`config.mk`:
```
export PLATFORM = sky130hd
export DESIGN_NAME = shift_add_multiplier_flat
export DESIGN_NICKNAME = d
export VERILOG_FILES = /design/src/rtl/shift_add_multiplier_if.sv /design/src/rtl/shift_add_multiplier.sv /design/src/flat_wrapper.sv
export SDC_FILE = /design/constraint.sdc
export NUM_CORES = 1
export LEC_CHECK = 0
export ABC_CLOCK_PERIOD_IN_PS = 15300
export CAP_MARGIN = 15
export CORE_UTILIZATION = 45
export CTS_CLUSTER_SIZE = 30
export DETAILED_ROUTE_END_ITERATION = 7
export GPL_TIMING_DRIVEN = 0
export PLACE_DENSITY = 0.62
export SETUP_SLACK_MARGIN = 0.3
export SKIP_LAST_GASP = 1
export SLEW_MARGIN = 20
export SYNTH_ARGS = -nofsm -noshare
export SYNTH_HDL_FRONTEND = slang
export SYNTH_HIERARCHICAL = 1
export SYNTH_SLANG_ARGS = --single-unit
```
`constraint.sdc`:
```
create_clock -name clk -period 15.3 [get_ports clk]
set_clock_uncertainty 0.2 [all_clocks]
set_input_delay 1.53 -clock clk [delete_from_list [all_inputs] [get_ports clk]]
set_output_delay 1.53 -clock clk [all_outputs]
set_load 0.03 [all_outputs]
```
`src/rtl/shift_add_multiplier_if.sv`:
```
// ---------------------------------------------------------------------------
// shift_add_multiplier_if
//   Request/response bundle for the sequential shift-and-add multiplier.
//
//   Signals (WIDTH = operand width, product is 2*WIDTH):
//     start   : request to begin a multiply, sampled on the rising clock edge
//     sgn     : 0 = unsigned, 1 = two's-complement signed (sampled with start)
//     a       : multiplicand (sampled with start)
//     b       : multiplier   (sampled with start)
//     busy    : high while an operation is in progress
//     done    : one-cycle pulse when product becomes valid
//     product : result register, holds its value until the next result
//
//   Modports:
//     master : the requester (drives start/sgn/a/b)
//     slave  : the multiplier (drives busy/done/product)
// ---------------------------------------------------------------------------
interface shift_add_multiplier_if #(
  parameter int WIDTH = 32
);

  logic                 start;
  logic                 sgn;
  logic [WIDTH-1:0]     a;
  logic [WIDTH-1:0]     b;
  logic                 busy;
  logic                 done;
  logic [2*WIDTH-1:0]   product;

  modport master (
    output start, sgn, a, b,
    input  busy, done, product
  );

  modport slave (
    input  start, sgn, a, b,
    output busy, done, product
  );

endinterface

```
`src/rtl/shift_add_multiplier.sv`:
```
// ---------------------------------------------------------------------------
// sixty_four_bit_adder
//   Plain 64-bit adder with carry-in. It is the only adder on the multiplier
//   datapath: accumulation uses c_in = 0, the final two's-complement negate
//   uses ~acc with c_in = 1.
//
//   Ports:
//     a, b : 64-bit addends
//     c_in : carry into bit 0
//     sum  : a + b + c_in, modulo 2^64
// ---------------------------------------------------------------------------
module sixty_four_bit_adder (
  input  logic [63:0] a,
  input  logic [63:0] b,
  input  logic        c_in,
  output logic [63:0] sum
);

  assign sum = a + b + {63'd0, c_in};

endmodule

// ---------------------------------------------------------------------------
// shift_add_multiplier
//   Sequential radix-2 shift-and-add multiplier, signed or unsigned.
//
//   Operation:
//     - A start seen in IDLE or DONE latches |a| (zero-extended to 64 bits),
//       |b|, and a negate flag = sgn & (a_msb ^ b_msb). Starts seen while
//       busy are ignored.
//     - CALC runs exactly WIDTH cycles: add the multiplicand into the
//       accumulator when the multiplier LSB is set, then shift multiplicand
//       left and multiplier right.
//     - NEG (only when the negate flag is set) two's-complements the
//       accumulator in one cycle through the same adder.
//     - DONE loads product and pulses done for one cycle. A start in DONE
//       goes straight back to CALC with no bubble.
//
//   Ports:
//     clk : clock, all state updates on the rising edge
//     rst : synchronous, active-high reset; clears all state, aborts any
//           operation in flight, and takes priority over start
//     bus : shift_add_multiplier_if slave modport (start/sgn/a/b in,
//           busy/done/product out)
// ---------------------------------------------------------------------------
module shift_add_multiplier #(
  parameter int WIDTH = 32
) (
  input  logic                   clk,
  input  logic                   rst,
  shift_add_multiplier_if.slave  bus
);

  localparam int CW = (WIDTH > 2) ? $clog2(WIDTH) : 1;
  localparam logic [CW-1:0] LAST_STEP = CW'(WIDTH - 1);

  typedef enum logic [1:0] {
    IDLE = 2'd0,
    CALC = 2'd1,
    NEG  = 2'd2,
    DONE = 2'd3
  } state_t;

  state_t               state;
  logic [63:0]          mcand;     // multiplicand, shifts left each step
  logic [63:0]          acc;       // running partial product
  logic [WIDTH-1:0]     mplier;    // multiplier, shifts right each step
  logic [CW-1:0]        count;     // CALC step index, 0..WIDTH-1
  logic                 neg_flag;  // result must be negated after CALC
  logic                 busy_r;
  logic                 done_r;
  logic [2*WIDTH-1:0]   product_r;

  // -------------------------------------------------------------------------
  // Operand magnitudes. The most-negative value maps onto itself, which read
  // as unsigned is exactly 2^(WIDTH-1), so no special case is needed.
  // -------------------------------------------------------------------------
  logic             a_neg;
  logic             b_neg;
  logic [WIDTH-1:0] mag_a;
  logic [WIDTH-1:0] mag_b;
  logic             accept;

  assign a_neg = bus.sgn & bus.a[WIDTH-1];
  assign b_neg = bus.sgn & bus.b[WIDTH-1];
  assign mag_a = a_neg ? ((~bus.a) + WIDTH'(1)) : bus.a;
  assign mag_b = b_neg ? ((~bus.b) + WIDTH'(1)) : bus.b;

  // Start is honoured only when no operation is in flight.
  assign accept = bus.start & ((state == IDLE) | (state == DONE));

  // -------------------------------------------------------------------------
  // Shared adder. In NEG it computes ~acc + 1; otherwise acc + mcand.
  // -------------------------------------------------------------------------
  logic [63:0] add_a;
  logic [63:0] add_b;
  logic        add_cin;
  logic [63:0] add_sum;
  logic [63:0] step_acc;

  // NOTE: every signal assigned in always_comb gets a default on entry, so no
  // path leaves it unassigned and no latch is inferred.
  always_comb begin
    add_a   = acc;
    add_b   = mcand;
    add_cin = 1'b0;
    if (state == NEG) begin
      add_a   = ~acc;
      add_b   = 64'd0;
      add_cin = 1'b1;
    end
  end

  sixty_four_bit_adder u_adder (
    .a    (add_a),
    .b    (add_b),
    .c_in (add_cin),
    .sum  (add_sum)
  );

  // Accumulator value after one CALC step.
  assign step_acc = mplier[0] ? add_sum : acc;

  // -------------------------------------------------------------------------
  // Control and datapath registers. Outputs are registered so that busy and
  // done change exactly on the state transitions.
  // -------------------------------------------------------------------------
  // NOTE: sequential state is written with non-blocking assignments only, so
  // every register samples the pre-edge values of its sources.
  always_ff @(posedge clk) begin
    if (rst) begin
      // NOTE: the datapath registers are reset along with the control state,
      // so an aborted operation leaves nothing stale and product reads 0.
      state     <= IDLE;
      mcand     <= 64'd0;
      acc       <= 64'd0;
      mplier    <= '0;
      count     <= '0;
      neg_flag  <= 1'b0;
      busy_r    <= 1'b0;
      done_r    <= 1'b0;
      product_r <= '0;
    end else begin
      done_r <= 1'b0;

      if (accept) begin
        state    <= CALC;
        mcand    <= {{(64-WIDTH){1'b0}}, mag_a};
        mplier   <= mag_b;
        acc      <= 64'd0;
        count    <= '0;
        neg_flag <= bus.sgn & (bus.a[WIDTH-1] ^ bus.b[WIDTH-1]);
        busy_r   <= 1'b1;
      end else begin
        unique case (state)
          IDLE: begin
            busy_r <= 1'b0;
          end

          CALC: begin
            acc    <= step_acc;
            mcand  <= {mcand[62:0], 1'b0};
            mplier <= mplier >> 1;
            count  <= count + CW'(1);
            if (count == LAST_STEP) begin
              if (neg_flag) begin
                state <= NEG;
              end else begin
                // Product loads from the final step's accumulator value.
                state     <= DONE;
                busy_r    <= 1'b0;
                done_r    <= 1'b1;
                product_r <= step_acc[2*WIDTH-1:0];
              end
            end
          end

          NEG: begin
            acc       <= add_sum;
            state     <= DONE;
            busy_r    <= 1'b0;
            done_r    <= 1'b1;
            product_r <= add_sum[2*WIDTH-1:0];
          end

          DONE: begin
            // A start here was handled by the accept branch above.
            state  <= IDLE;
            busy_r <= 1'b0;
          end

          default: begin
            state  <= IDLE;
            busy_r <= 1'b0;
          end
        endcase
      end
    end
  end

  assign bus.busy    = busy_r;
  assign bus.done    = done_r;
  assign bus.product = product_r;

endmodule

```
`src/flat_wrapper.sv`:
```
// flat-port wrapper written by rule: the top's interface ports become plain ports
module shift_add_multiplier_flat 
#(
  parameter int WIDTH = 32
)
  (clk, rst, bus_start, bus_sgn, bus_a, bus_b, bus_busy, bus_done, bus_product);
  shift_add_multiplier_if #(.WIDTH(WIDTH)) bus_i ();
  input  logic clk;
  input  logic rst;
  input wire logic [$bits(bus_i.start)-1:0] bus_start;
  input wire logic [$bits(bus_i.sgn)-1:0] bus_sgn;
  input wire logic [$bits(bus_i.a)-1:0] bus_a;
  input wire logic [$bits(bus_i.b)-1:0] bus_b;
  output wire logic [$bits(bus_i.busy)-1:0] bus_busy;
  output wire logic [$bits(bus_i.done)-1:0] bus_done;
  output wire logic [$bits(bus_i.product)-1:0] bus_product;
  assign bus_i.start = bus_start;
  assign bus_i.sgn = bus_sgn;
  assign bus_i.a = bus_a;
  assign bus_i.b = bus_b;
  assign bus_busy = bus_i.busy;
  assign bus_done = bus_i.done;
  assign bus_product = bus_i.product;
  shift_add_multiplier #(.WIDTH(WIDTH)) u_core (.clk(clk), .rst(rst), .bus(bus_i));
endmodule
```
==> key figures, run 1 <==
STA
  – Max_slew headroom: 0.1953
  – RSZ-0062 raised after global routing: false
  – Peak Freq: 136.4 MHz
  – Final worst path period share: 0.4793
  – Final count of negative-setup-slack endpoints: 0
  – Fin. Hold Viols: 0
  – Sum of negative setup slack: 0 ns
  – Worst Tran Pin Value: 1.207 ns
  – Tmin final: 7.334 ns
  – Fin. max-slew vios: 0

Hold path
  – Hold Crit Class: register to register

Clock network
  – CTS root buffer: clkbuf_16
  – Clk buf depth: 3
  – TritonCTS clock tree: done
  – Post-CTS Setup Bufs: 0
  – CTS sink cnt: 234
  – CTS resizes: 0
  – CTS buffer count: 27
  – H-Tree Depth: 1
  – Worst-Skew Late Latency: 0.55 ns
  – CTS Hold Buffers Added: 0
  – Clock-pin slew on the worst setup and hold paths: 0.07 ns

Synthesis
  – Synthesized area per cell: 7.716 um^2
  – Async set-reset flop share out of synthesis: 0
  – Synth top area cells: dfxtp_1, nand2_1, xor2_1
  – Synth Area in Simple Gates: 0.2100
  – XOR/XNOR share of the synthesized area: 0.09089
  – Synth top cells by count: nand2_1, dfxtp_1, nor2_1
  – Post-synthesis mux area share: 0.05843
  – Register area share after synthesis: 0.3001
  – Most common cell in the synthesized netlist: nand2_1
  – Synth Area in Adders: 0.05867
  – Synth Area in Compound Gates: 0.2377
  – Cell count after synthesis: 2023
  – Main combinational cell family by area after synthesis: compound AO/OA/AOI/OAI gates
  – Yosys warns: 6
  – Synth area leader: dfxtp_1
  – Netlist cell types: 70
  – Share of Yosys cell area claimed by the top area cell type: 0.3001
  – Top FF cell, synth: dfxtp_1
  – Seq cells post-synth: 234
  – Synth Cell Area: 0.01561 mm^2
  – Post-synth EDFFs: 0
  – Syn_nets: between 2000 and 2500

Global route
  – Largest net degree at the start of global routing: 14
  – Overall routing resource usage: 0.2726
  – Antenna violations before repair: 1
  – Total global routing overflow: 0
  – Vias in the first global route: 14327
  – Met2 Use GR: 0.4398
  – Busiest grt layer: met2
  – Met1 Use GR: 0.3720
  – Met3 Use GR: 0.03651
  – First-pass GRT wire length: 77670 um

Pwr
  – Pwr Total: around 3.1 mW
  – Int Pwr: 1.705 mW
  – Combinational group share of total power: 0.520
  – Sequential share of power: 0.264
  – Pwr Density: ~170 mW/mm^2
  – Switching power: 1.435 mW
  – Clock network fraction of total power: 0.217
  – Worst vdd ir: 108.4 uV
  – Pleak: 6.867 nW
  – Switching Share: 0.4569

Worst setup path
  – Worst endpoint required time: 15.56 ns
  – Slowest stage delay, CP: 0.83 ns
  – CP Launch Type: register
  – Slowest stage cell, crit path: clkbuf_1
  – Worst path arrival time: about 7.6 ns
  – Cell chain of the critical path: ha_1, clkbuf_1, clkbuf_1, buf_1, xor2_1, ha_1, a21oi_1, o21ai_0, a21oi_1, o31ai_2, a211oi_1, o31ai_1, a21oi_1, o21bai_1, xnor2_1, o21ai_0, a311oi_1
  – Max Fanout on Critical Path: 10
  – Crit. End Element: register
  – Most used cell, CP: a21oi_1
  – Crit Path Category: register to register

Route
  – Vias: 15313
  – ANT nets after route: 0
  – Router iterations before antenna repair: 5
  – Wire length per cell: 18.48 um
  – Post-Route WL: ~49000 um
  – Residual DRC: 0
  – Drt via density: a little under 6
  – Drt initial violations: 1282

Layout
  – Layout cell share with drive strength beyond 1: 0.03040
  – Synthesis-to-finish area growth: 18.19%
  – Final core utilization: 0.5447
  – Final #Nets: ~2300

Floorplanning
  – Core region area: 0.03387 mm^2
  – Starting Density: 0.4609
  – Vert. Die Dim: 188.3 um
  – DIE WIDTH: ~190 um
  – Io pins: 134
  – Site Rows: 67
  – Die ar.: 0.03544 mm^2

Status
  – Status: finished clean

Place
  – GP Congestion: about 0.99
  – PortBufs: 133
  – Final HPWL DP: 38120 um

Job
  – Max-cap violations: 0
cells by family after synthesis:
group           Yosys count
xor+xnor                162
flops                   234
mux                      91
buf+inv                 182
compound gates          575
simple gates            707
fa+ha+maj                72
worst max-delay path: cells and delay by family (launching register included):
kind                       cells  cell delay, ns
adders and majority gates      2            0.86
buffers and inverters          3            2.25
xor gates and xnor gates       2            0.42
DFF                            1            0.43
AOI/OAI and AO/OA             10            3.08
metrics by stage:
stage	hold WS [ns]	cells	cell area [um^2]	worst slack, ns
after floorplan	0.2455	2023	15610	10.43
after global placement	0.2722	2604	17500	8.132
after detailed placement	0.2774	2604	17510	8.048
after CTS	0.2850	2652	18440	8.009
after global routing	0.3011	2652	18450	7.710
final	0.2860	2653	18450	7.966
cell usage in the layout, fill, tap and decap left out, types with 6 or more instances in the layout:
master           synthesis  layout
nor4_1                   9       8
xnor2_1                 56      56
a21o_1                  21      21
o221ai_1                11      11
or3_1                   15      15
nand2_1                269     269
inv_1                   38      38
o31ai_1                 13      13
o21bai_1                18      18
nand4_1                 27      27
o21ai_0                128     128
and2_1                   9       9
clkbuf_16                0      27
clkdlybuf4s50_1          0     133
clkbuf_1               124     130
o211ai_1                 9       9
o21ai_1                  6       6
nand2b_1                11      11
and3_1                   6       6
nor3_1                  25      25
nor2b_1                 83      83
a21oi_1                183     183
nand3_1                 24      24
mux2i_1                 90      90
o21a_1                   7       7
xor2_1                 106     106
or4_1                   15      15
buf_1                   15      15
o22ai_1                 12      12
a211oi_1                38      38
a311oi_1                71      71
dfxtp_1                234     234
nor2_1                 193     192
ha_1                    70      70
a31oi_1                 15      15
a221oi_1                 7       7
state kept, by name (all words and copies together), names as in the netlist:
name	flops
u_core/state	2
u_core/bus.busy	1
u_core/bus.done	1
u_core/neg_flag	1
u_core/mcand	64
u_core/mplier	32
u_core/count	5
u_core/bus.product	64
u_core/acc	64
area by class of cell:
type	instances	area [um^2]
Clock buffer	38	767.0
Tap cell	448	560.5
Inverter	38	142.6
Multi-Input combinational cell	1607	10250
Timing Repair Buffer	133	1331
Clock inverter	10	162.7
Antenna cell	1	2.502
Buffer	144	546.8
Fill cell	3301	15420
Sequential cell	234	4684
worst paths after layout:
check                               start                                   to  slack [ns]  cells after the start
max          u_core/state[1]$_SDFFE_PP0P_  u_core/bus.product[51]$_SDFFE_PP0P_        7.97                     17
min reg2reg   u_core/acc[17]$_SDFFE_PP0P_          u_core/acc[17]$_SDFFE_PP0P_        0.29                      2
min           u_core/acc[17]$_SDFFE_PP0P_          u_core/acc[17]$_SDFFE_PP0P_        0.29                      2
max reg2reg  u_core/state[1]$_SDFFE_PP0P_  u_core/bus.product[51]$_SDFFE_PP0P_        7.97                     17
per-layer routing:
metal,routed length [um],part of all wire
met2,21710,0.44
met3,3344,0.068
met1,22270,0.45
met4,1682,0.034
met5,9,0.00018
power by group through the flow:
stage | combinational (mW) | clock [mW] | sequential (mW)
floorplan | 1.06 | 0 | 0.887
global placement | 1.60 | 0 | 0.835
detailed placement | 1.61 | 0 | 0.839
CTS | 1.61 | 0.695 | 0.826
global route | 1.78 | 0.719 | 0.841
finish | 1.63 | 0.680 | 0.828
(Power assumes the default switching activity.)
==> inputs of run 2 (changes only) <==
--- a/config.mk
+++ b/config.mk
@@ -5,13 +5,13 @@
 export SDC_FILE = /design/constraint.sdc
 export NUM_CORES = 1
 export LEC_CHECK = 0
-export ABC_CLOCK_PERIOD_IN_PS = 15300
+export ABC_CLOCK_PERIOD_IN_PS = 6300
 export CAP_MARGIN = 15
 export CORE_UTILIZATION = 45
 export CTS_CLUSTER_SIZE = 30
 export DETAILED_ROUTE_END_ITERATION = 7
 export GPL_TIMING_DRIVEN = 0
-export PLACE_DENSITY = 0.62
+export PLACE_DENSITY = 0.64
 export SETUP_SLACK_MARGIN = 0.3
 export SKIP_LAST_GASP = 1
 export SLEW_MARGIN = 20
==> constraint.sdc (replaced) <==
create_clock -name clk -period 6.3 [get_ports clk]
set_clock_uncertainty 0.2 [all_clocks]
set_input_delay 0.63 -clock clk [delete_from_list [all_inputs] [get_ports clk]]
set_output_delay 0.63 -clock clk [all_outputs]
set_load 0.03 [all_outputs]
==> run 2 against run 1 <==
Net effect:
- sequential power up 140%
- largest cell class unchanged
- critical endpoint is now u_core/bus.product[56]$_SDFFE_PP0P_
- die area unchanged
- wire length up 0.68%
==> key figures, run 2 (synthesis results as in run 1) <==
Status
  – Status: finished clean

Layout
  – Most frequent cells in the layout: nand2_1, dfxtp_1, nor2_1
  – # fillers: 3315 (+0.42%)
  – Commonest non-fill, non-tap cell in the layout: nand2_1
  – Final #Nets: 2325 (unchanged)
  – Layout cell share with drive strength beyond 1: 0.03495 (+0.004553)
  – Synthesis-to-finish area growth: 17.87%
  – Final design area excluding fillers: 0.01840 mm^2 (-0.27%)

STA
  – Final worst path period share: 0.9084 (+0.4291)
  – Peak Freq: 174.7 MHz (+28%)
  – Worst Tran Pin Value: 1.147 ns (-0.06040 ns)
  – Fin. max-slew vios: 0 (unchanged)
  – RSZ-0062 raised after global routing: false
  – Fin. Hold Viols: 0 (unchanged)
  – Hold WS: 0.2870 ns (+0.0009430 ns)
  – Sum of negative setup slack: 0 ns (unchanged)
  – Tmin final: 5.723 ns (-1.611 ns)
  – Max_slew headroom: 0.2356 (+0.04027)
  – Final count of negative-setup-slack endpoints: 0 (unchanged)

Clock network
  – CTS buffer count: 27 (unchanged)
  – Worst-Skew Late Latency: 0.56 ns (about the same)
  – TritonCTS clock tree: done
  – H-Tree Depth: 1 (unchanged)
  – CTS Hold Buffers Added: 0 (unchanged)
  – Clk buf depth: 3 (unchanged)
  – Clock-pin slew on the worst setup and hold paths: 0.06 ns (about the same)
  – Post-CTS Setup Bufs: 0 (unchanged)
  – CTS root buffer: clkbuf_16
  – CTS sink cnt: 234 (unchanged)

Worst setup path
  – Slowest stage cell, crit path: nor4_1
  – Cell chain of the critical path: ha_2, clkbuf_1, clkbuf_2, xor2_1, fa_1, fa_1, a21o_1, a221oi_2, o21ai_2, o22ai_2, o21ba_1, o31a_4, o31ai_4, mux2i_1, nor4_1, o21ai_0, a311oi_1
  – FF-to-FF path depth: 17 (unchanged)
  – Worst r2r src: u_core/state[1]$_SDFFE_PP0P_
  – Worst r2r dst: u_core/bus.product[56]$_SDFFE_PP0P_
  – Slowest stage delay, CP: 0.57 ns (-0.26 ns)
  – Max Fanout on Critical Path: 10 (unchanged)
  – Most used cell, CP: fa_1
  – CP Launch Type: register
  – Worst endpoint required time: 6.57 ns (-8.99 ns)
  – CP Buf/Inv Count: 2 (-1)
  – Crit Path Category: register to register
  – Setup slack, reg-to-reg: 0.58 ns (-7.39 ns)
  – Worst path arrival time: 5.99 ns (-1.60 ns)
  – Crit. End Element: register
  – Top cell family by delay on the critical path: compound AO/OA/AOI/OAI gates

Global route
  – Antenna violations before repair: 0 (-1)
  – Overall routing resource usage: 0.2733 (+0.0006516)
  – First-pass GRT wire length: 77980 um (+0.41%)
  – Total global routing overflow: 0 (unchanged)
  – Vias in the first global route: 14313 (-0.098%)
  – Largest net degree at the start of global routing: 15 (+1)

Floorplanning
  – Core region area: 0.03387 mm^2 (unchanged)
  – Die ar.: 0.03544 mm^2 (unchanged)
  – DIE WIDTH: 188.3 um (unchanged)
  – Io pins: 134 (unchanged)
  – Starting Density: 0.4609 (unchanged)
  – Site Rows: 67 (unchanged)
  – Vert. Die Dim: 188.3 um (unchanged)

Pwr
  – Sequential share of power: 0.267 (+0.003)
  – Switching Share: 0.4667 (+0.009711)
  – Pleak: 6.862 nW (about the same)
  – Combinational group share of total power: 0.533 (+0.013)
  – Worst vdd ir: 189.2 uV (+75%)
  – Pwr Total: 7.526 mW (+140%)
  – Clock network fraction of total power: 0.200 (-0.017)
  – Pwr Density: 409.0 mW/mm^2 (+140%)
  – Switching power: 3.512 mW (+140%)
  – Int Pwr: 4.014 mW (+140%)

Route
  – Drt initial violations: 1019 (-21%)
  – Wire length per cell: 18.61 um (+0.72%)
  – Post-Route WL: 49350 um (+0.68%)
  – ANT nets after route: 0 (unchanged)
  – Vias: 15263 (-0.33%)
  – Drt via density: 5.755 (-0.29%)
  – Router iterations before antenna repair: 5 (unchanged)
  – Residual DRC: 0 (unchanged)

Hold path
  – Hold Path Sink: u_core/acc[47]$_SDFFE_PP0P_
  – Hold path depth: 2 (unchanged)
  – Hold Crit Class: register to register
  – Hold Crit Start: u_core/acc[47]$_SDFFE_PP0P_

Place
  – Final HPWL DP: 38420 um (+0.79%)
  – GP Congestion: 0.9378 (-5.7%)
  – PortBufs: 133 (unchanged)
  – Post-DP Area: 0.01751 mm^2 (about the same)

Job
  – Max-cap violations: 0 (unchanged)
## run 2: timing repair
item                                    4_1_cts  5_1_grt
pin swaps                                     0        0
endpoints found under the setup margin       68       19
gates resized for setup                       9       10
## run 2: through the flow
| stage | worst slack, ns | util | cells |
|---|---|---|---|
| final | 0.5769 | 0.5433 | 2652 |
| after CTS | 0.3504 | 0.5422 | 2651 |
| after detailed placement | -0.7302 | 0.5169 | 2604 |
| after floorplan | 1.430 | - | 2023 |
| after global routing | 0.3025 | 0.5432 | 2651 |
| after global placement | -0.6722 | 0.5168 | 2604 |
## run 2: area by class of cell
type / count / area, um^2 / share of cell area
antenna: 1 / 2.502 / 0.0001360
buffer: 144 / 565.5 / 0.03074
clock buffer: 39 / 750.7 / 0.04080
clock inverter: 8 / 88.84 / 0.004828
inverter: 38 / 142.6 / 0.007752
multi-input combinational: 1607 / 10270 / 0.5583
sequential: 234 / 4684 / 0.2546
tap: 448 / 560.5 / 0.03047
timing repair buffer: 133 / 1331 / 0.07236
## run 2: how the worst max path moves through the flow
stage	startpoint	end	cells past startpoint
global placement	u_core/state[1]$_SDFFE_PP0P_	u_core/bus.product[55]$_SDFFE_PP0P_	17
CTS	u_core/state[1]$_SDFFE_PP0P_	u_core/bus.product[32]$_SDFFE_PP0P_	17
floorplan	u_core/state[1]$_SDFFE_PP0P_	u_core/bus.product[32]$_SDFFE_PP0P_	17
detailed placement	u_core/state[1]$_SDFFE_PP0P_	u_core/bus.product[55]$_SDFFE_PP0P_	17
finish	u_core/state[1]$_SDFFE_PP0P_	u_core/bus.product[56]$_SDFFE_PP0P_	17
global route	u_core/state[1]$_SDFFE_PP0P_	u_core/bus.product[32]$_SDFFE_PP0P_	17
## run 2: routing by layer
metal,share of wire,GRT usage,vias up
li1,-,-,7545
met1,0.47,0.3822,7135
met2,0.46,0.4445,515
met3,0.055,0.02757,68
met4,0.022,0.07661,0
met5,0,0,-
## run 2: worst register-to-register path, cell delays in order, from the launching register on
cell and delay [ns]:
dfxtp_1 0.44, ha_2 0.38, clkbuf_1 0.36, clkbuf_2 0.35, xor2_1 0.14, fa_1 0.49, fa_1 0.43, a21o_1 0.24
a221oi_2 0.36, o21ai_2 0.15, o22ai_2 0.28, o21ba_1 0.26, o31a_4 0.19, o31ai_4 0.14, mux2i_1 0.17, nor4_1 0.57
o21ai_0 0.20, a311oi_1 0.28
## run 2: power by group through the flow
stage / registers (mW) / logic, mW / clock network, mW
final: 2.01 / 4.01 / 1.51
after global routing: 2.04 / 4.36 / 1.60
after CTS: 2.00 / 3.95 / 1.54
after detailed placement: 2.03 / 3.92 / 0
after global placement: 2.02 / 3.90 / 0
after floorplan: 2.15 / 2.56 / 0
==> inputs of run 3 (changes only) <==
--- a/config.mk
+++ b/config.mk
@@ -5,13 +5,13 @@
 export SDC_FILE = /design/constraint.sdc
 export NUM_CORES = 1
 export LEC_CHECK = 0
-export ABC_CLOCK_PERIOD_IN_PS = 6300
+export ABC_CLOCK_PERIOD_IN_PS = 6600
 export CAP_MARGIN = 15
-export CORE_UTILIZATION = 45
+export CORE_UTILIZATION = 55
 export CTS_CLUSTER_SIZE = 30
 export DETAILED_ROUTE_END_ITERATION = 7
 export GPL_TIMING_DRIVEN = 0
-export PLACE_DENSITY = 0.64
+export PLACE_DENSITY = 0.73
 export SETUP_SLACK_MARGIN = 0.3
 export SKIP_LAST_GASP = 1
 export SLEW_MARGIN = 20
==> constraint.sdc (replaced) <==
create_clock -name clk -period 6.6 [get_ports clk]
set_clock_uncertainty 0.2 [all_clocks]
set_input_delay 0.66 -clock clk [delete_from_list [all_inputs] [get_ports clk]]
set_output_delay 0.66 -clock clk [all_outputs]
set_load 0.03 [all_outputs]
==> run 3 against run 2 <==
Net effect:
- fmax decreased by 5.3%
- highest routed layer unchanged
- critical endpoint is now u_core/bus.product[59]$_SDFFE_PP0P_
- sequential cell count unchanged
- clock-buffer cell count decreased by 1
==> key figures, run 3 (synthesis results as in run 1) <==
Global route
  – Largest net degree at the start of global routing: 14 (-1)
  – Total global routing overflow: 0 (unchanged)
  – Overall routing resource usage: 0.3354 (+0.06208)
  – Vias in the first global route: 15028 (+5.0%)
  – Antenna violations before repair: 0 (unchanged)
  – First-pass GRT wire length: 77280 um (-0.90%)

Clock network
  – CTS Hold Buffers Added: 0 (unchanged)
  – Clock-pin slew on the worst setup and hold paths: 0.06 ns (about the same)
  – Worst-Skew Late Latency: 0.54 ns (-0.02 ns)
  – H-Tree Depth: 1 (unchanged)
  – CTS root buffer: clkbuf_16
  – TritonCTS clock tree: done
  – Post-CTS Setup Bufs: 0 (unchanged)
  – CTS sink cnt: 234 (unchanged)
  – CTS buffer count: 26 (-3.7%)
  – Clk buf depth: 3 (unchanged)

Route
  – Drt via density: 6.015 (+4.5%)
  – Wire length per cell: 19.12 um (+2.7%)
  – Drt initial violations: 1067 (+4.7%)
  – Vias: 15526 (+1.7%)
  – Router iterations before antenna repair: 5 (unchanged)
  – Post-Route WL: 49340 um (about the same)
  – ANT nets after route: 0 (unchanged)
  – Residual DRC: 0 (unchanged)

Pwr
  – Switching Share: 0.4637 (-0.002954)
  – Switching power: 3.366 mW (-4.2%)
  – Combinational group share of total power: 0.529 (-0.004)
  – Pwr Density: 396.0 mW/mm^2 (-3.2%)
  – Sequential share of power: 0.265 (-0.002)
  – Int Pwr: 3.893 mW (-3.0%)
  – Pwr Total: 7.258 mW (-3.6%)
  – Pleak: 6.873 nW (+0.15%)
  – Worst vdd ir: 238.1 uV (+26%)
  – Clock network fraction of total power: 0.206 (+0.006)

Layout
  – # fillers: 2468 (-26%)
  – Commonest non-fill, non-tap cell in the layout: nand2_1
  – Inserted Diodes: 0 (-1)
  – Reg area: 0.004684 mm^2 (unchanged)
  – Synthesis-to-finish area growth: 17.42%
  – Final #Nets: 2324 (-0.043%)
  – Layout cell share with drive strength beyond 1: 0.03314 (-0.001816)
  – Most frequent cells in the layout: nand2_1, dfxtp_1, nor2_1
  – Multi-input logic area: 0.01025 mm^2 (-0.22%)

Place
  – PortBufs: 133 (unchanged)
  – Final HPWL DP: 38070 um (-0.93%)
  – Pre-CTS WS: -0.4169 ns (+0.3133 ns)
  – GP Congestion: 0.9427 (+0.52%)

STA
  – Max_slew headroom: 0.2934 (+0.05780)
  – Setup ws final: 0.5568 ns (-0.02009 ns)
  – Peak Freq: 165.5 MHz (-5.3%)
  – Final worst path period share: 0.9156 (+0.007206)
  – Tmin final: 6.043 ns (+0.3201 ns)
  – Worst Tran Pin Value: 1.050 ns (-0.09639 ns)
  – Fin. max-slew vios: 0 (unchanged)
  – Fin. Hold Viols: 0 (unchanged)
  – RSZ-0062 raised after global routing: false
  – Final count of negative-setup-slack endpoints: 0 (unchanged)

Floorplanning
  – Starting Density: 0.5603 (+0.09943)
  – Die ar.: 0.02906 mm^2 (-18%)
  – Io pins: 134 (unchanged)
  – Core region area: 0.02786 mm^2 (-18%)
  – DIE WIDTH: 170.5 um (-9.4%)
  – Site Rows: 61 (-9.0%)
  – Vert. Die Dim: 170.5 um (-9.4%)

Worst setup path
  – Worst endpoint required time: 6.84 ns (+0.27 ns)
  – Crit. End Element: register
  – Slowest stage cell, crit path: o31ai_2
  – Max Fanout on Critical Path: 10 (unchanged)
  – Cell chain of the critical path: ha_1, clkbuf_4, clkbuf_2, buf_2, xor2_1, ha_1, o21ai_0, a211oi_1, a21oi_1, o31ai_2, a211oi_2, o31ai_1, a21oi_1, o31ai_1, xor2_1, o21ai_0, a311oi_1
  – Slowest stage delay, CP: 0.50 ns (-0.07 ns)
  – CP Launch Type: register
  – Worst path arrival time: 6.29 ns (+0.30 ns)
  – Crit Path Category: register to register

Status
  – Status: finished clean

Job
  – Max-cap violations: 0 (unchanged)

Hold path
  – Hold Crit Class: register to register
run 3: metrics by stage:
| stage | setup TNS (ns) | hold WS (ns) | instance area (um^2) | util | instances |
|---|---|---|---|---|---|
| after CTS | 0 | 0.2837 | 18310 | 0.6574 | 2581 |
| after detailed placement | -2.357 | 0.2735 | 17410 | 0.6251 | 2534 |
| after floorplan | 0 | 0.2455 | 15610 | - | 2023 |
| final | 0 | 0.2818 | 18330 | 0.6579 | 2581 |
| after global routing | 0 | 0.2996 | 18330 | 0.6579 | 2581 |
| after global placement | -2.102 | 0.2693 | 17410 | 0.6251 | 2534 |
run 3: final timing paths:
kind	start	slack, ns	end	cells past startpoint
worst max-delay path	u_core/state[1]$_SDFFE_PP0P_	0.56	u_core/bus.product[59]$_SDFFE_PP0P_	17
worst min-delay path	u_core/bus.busy$_SDFFE_PP0P_	0.28	u_core/bus.busy$_SDFFE_PP0P_	2
worst max register to register	u_core/state[1]$_SDFFE_PP0P_	0.56	u_core/bus.product[59]$_SDFFE_PP0P_	17
worst min register to register	u_core/bus.busy$_SDFFE_PP0P_	0.28	u_core/bus.busy$_SDFFE_PP0P_	2
run 3: critical path: cells and delay by family, from the launching register on:
kind / cells / cell delay, ns
flops: 1 / 0.43
compound gates: 10 / 2.91
fa+ha+maj: 2 / 0.88
buf+inv: 3 / 1.16
xor+xnor: 2 / 0.37
run 3: timing repair:
| action | in CTS | in global routing |
|---|---|---|
| resized for setup | 4 | 7 |
| gates cloned | 0 | 0 |
| endpoints found under the setup margin | 35 | 9 |
run 3: power by group through the flow:
stage / clock (mW) / combinational [mW] / sequential, mW
after detailed placement: 0 / 3.72 / 1.94
after CTS: 1.52 / 3.76 / 1.91
after global routing: 1.58 / 4.13 / 1.95
final: 1.50 / 3.84 / 1.92
after floorplan: 0 / 2.45 / 2.06
after global placement: 0 / 3.67 / 1.93
run 3: layer usage:
metal,vias to the layer above,GRT usage,wire (um),part of all wire
met5,-,0,0,0
met4,0,0.1485,1958,0.040
met3,127,0.04116,3426,0.069
met2,631,0.5643,22850,0.46
met1,7210,0.4290,21100,0.43
li1,7558,-,-,-
run 3: area by class of cell:
class                           instances  share of cell area
Inverter                               38            0.007782
Clock buffer                           38             0.04239
Timing Repair Buffer                  133             0.07263
Buffer                                144             0.03038
Tap cell                              378             0.02580
Multi-Input combinational cell       1607              0.5592
Clock inverter                          9            0.006212
Sequential cell                       234              0.2556
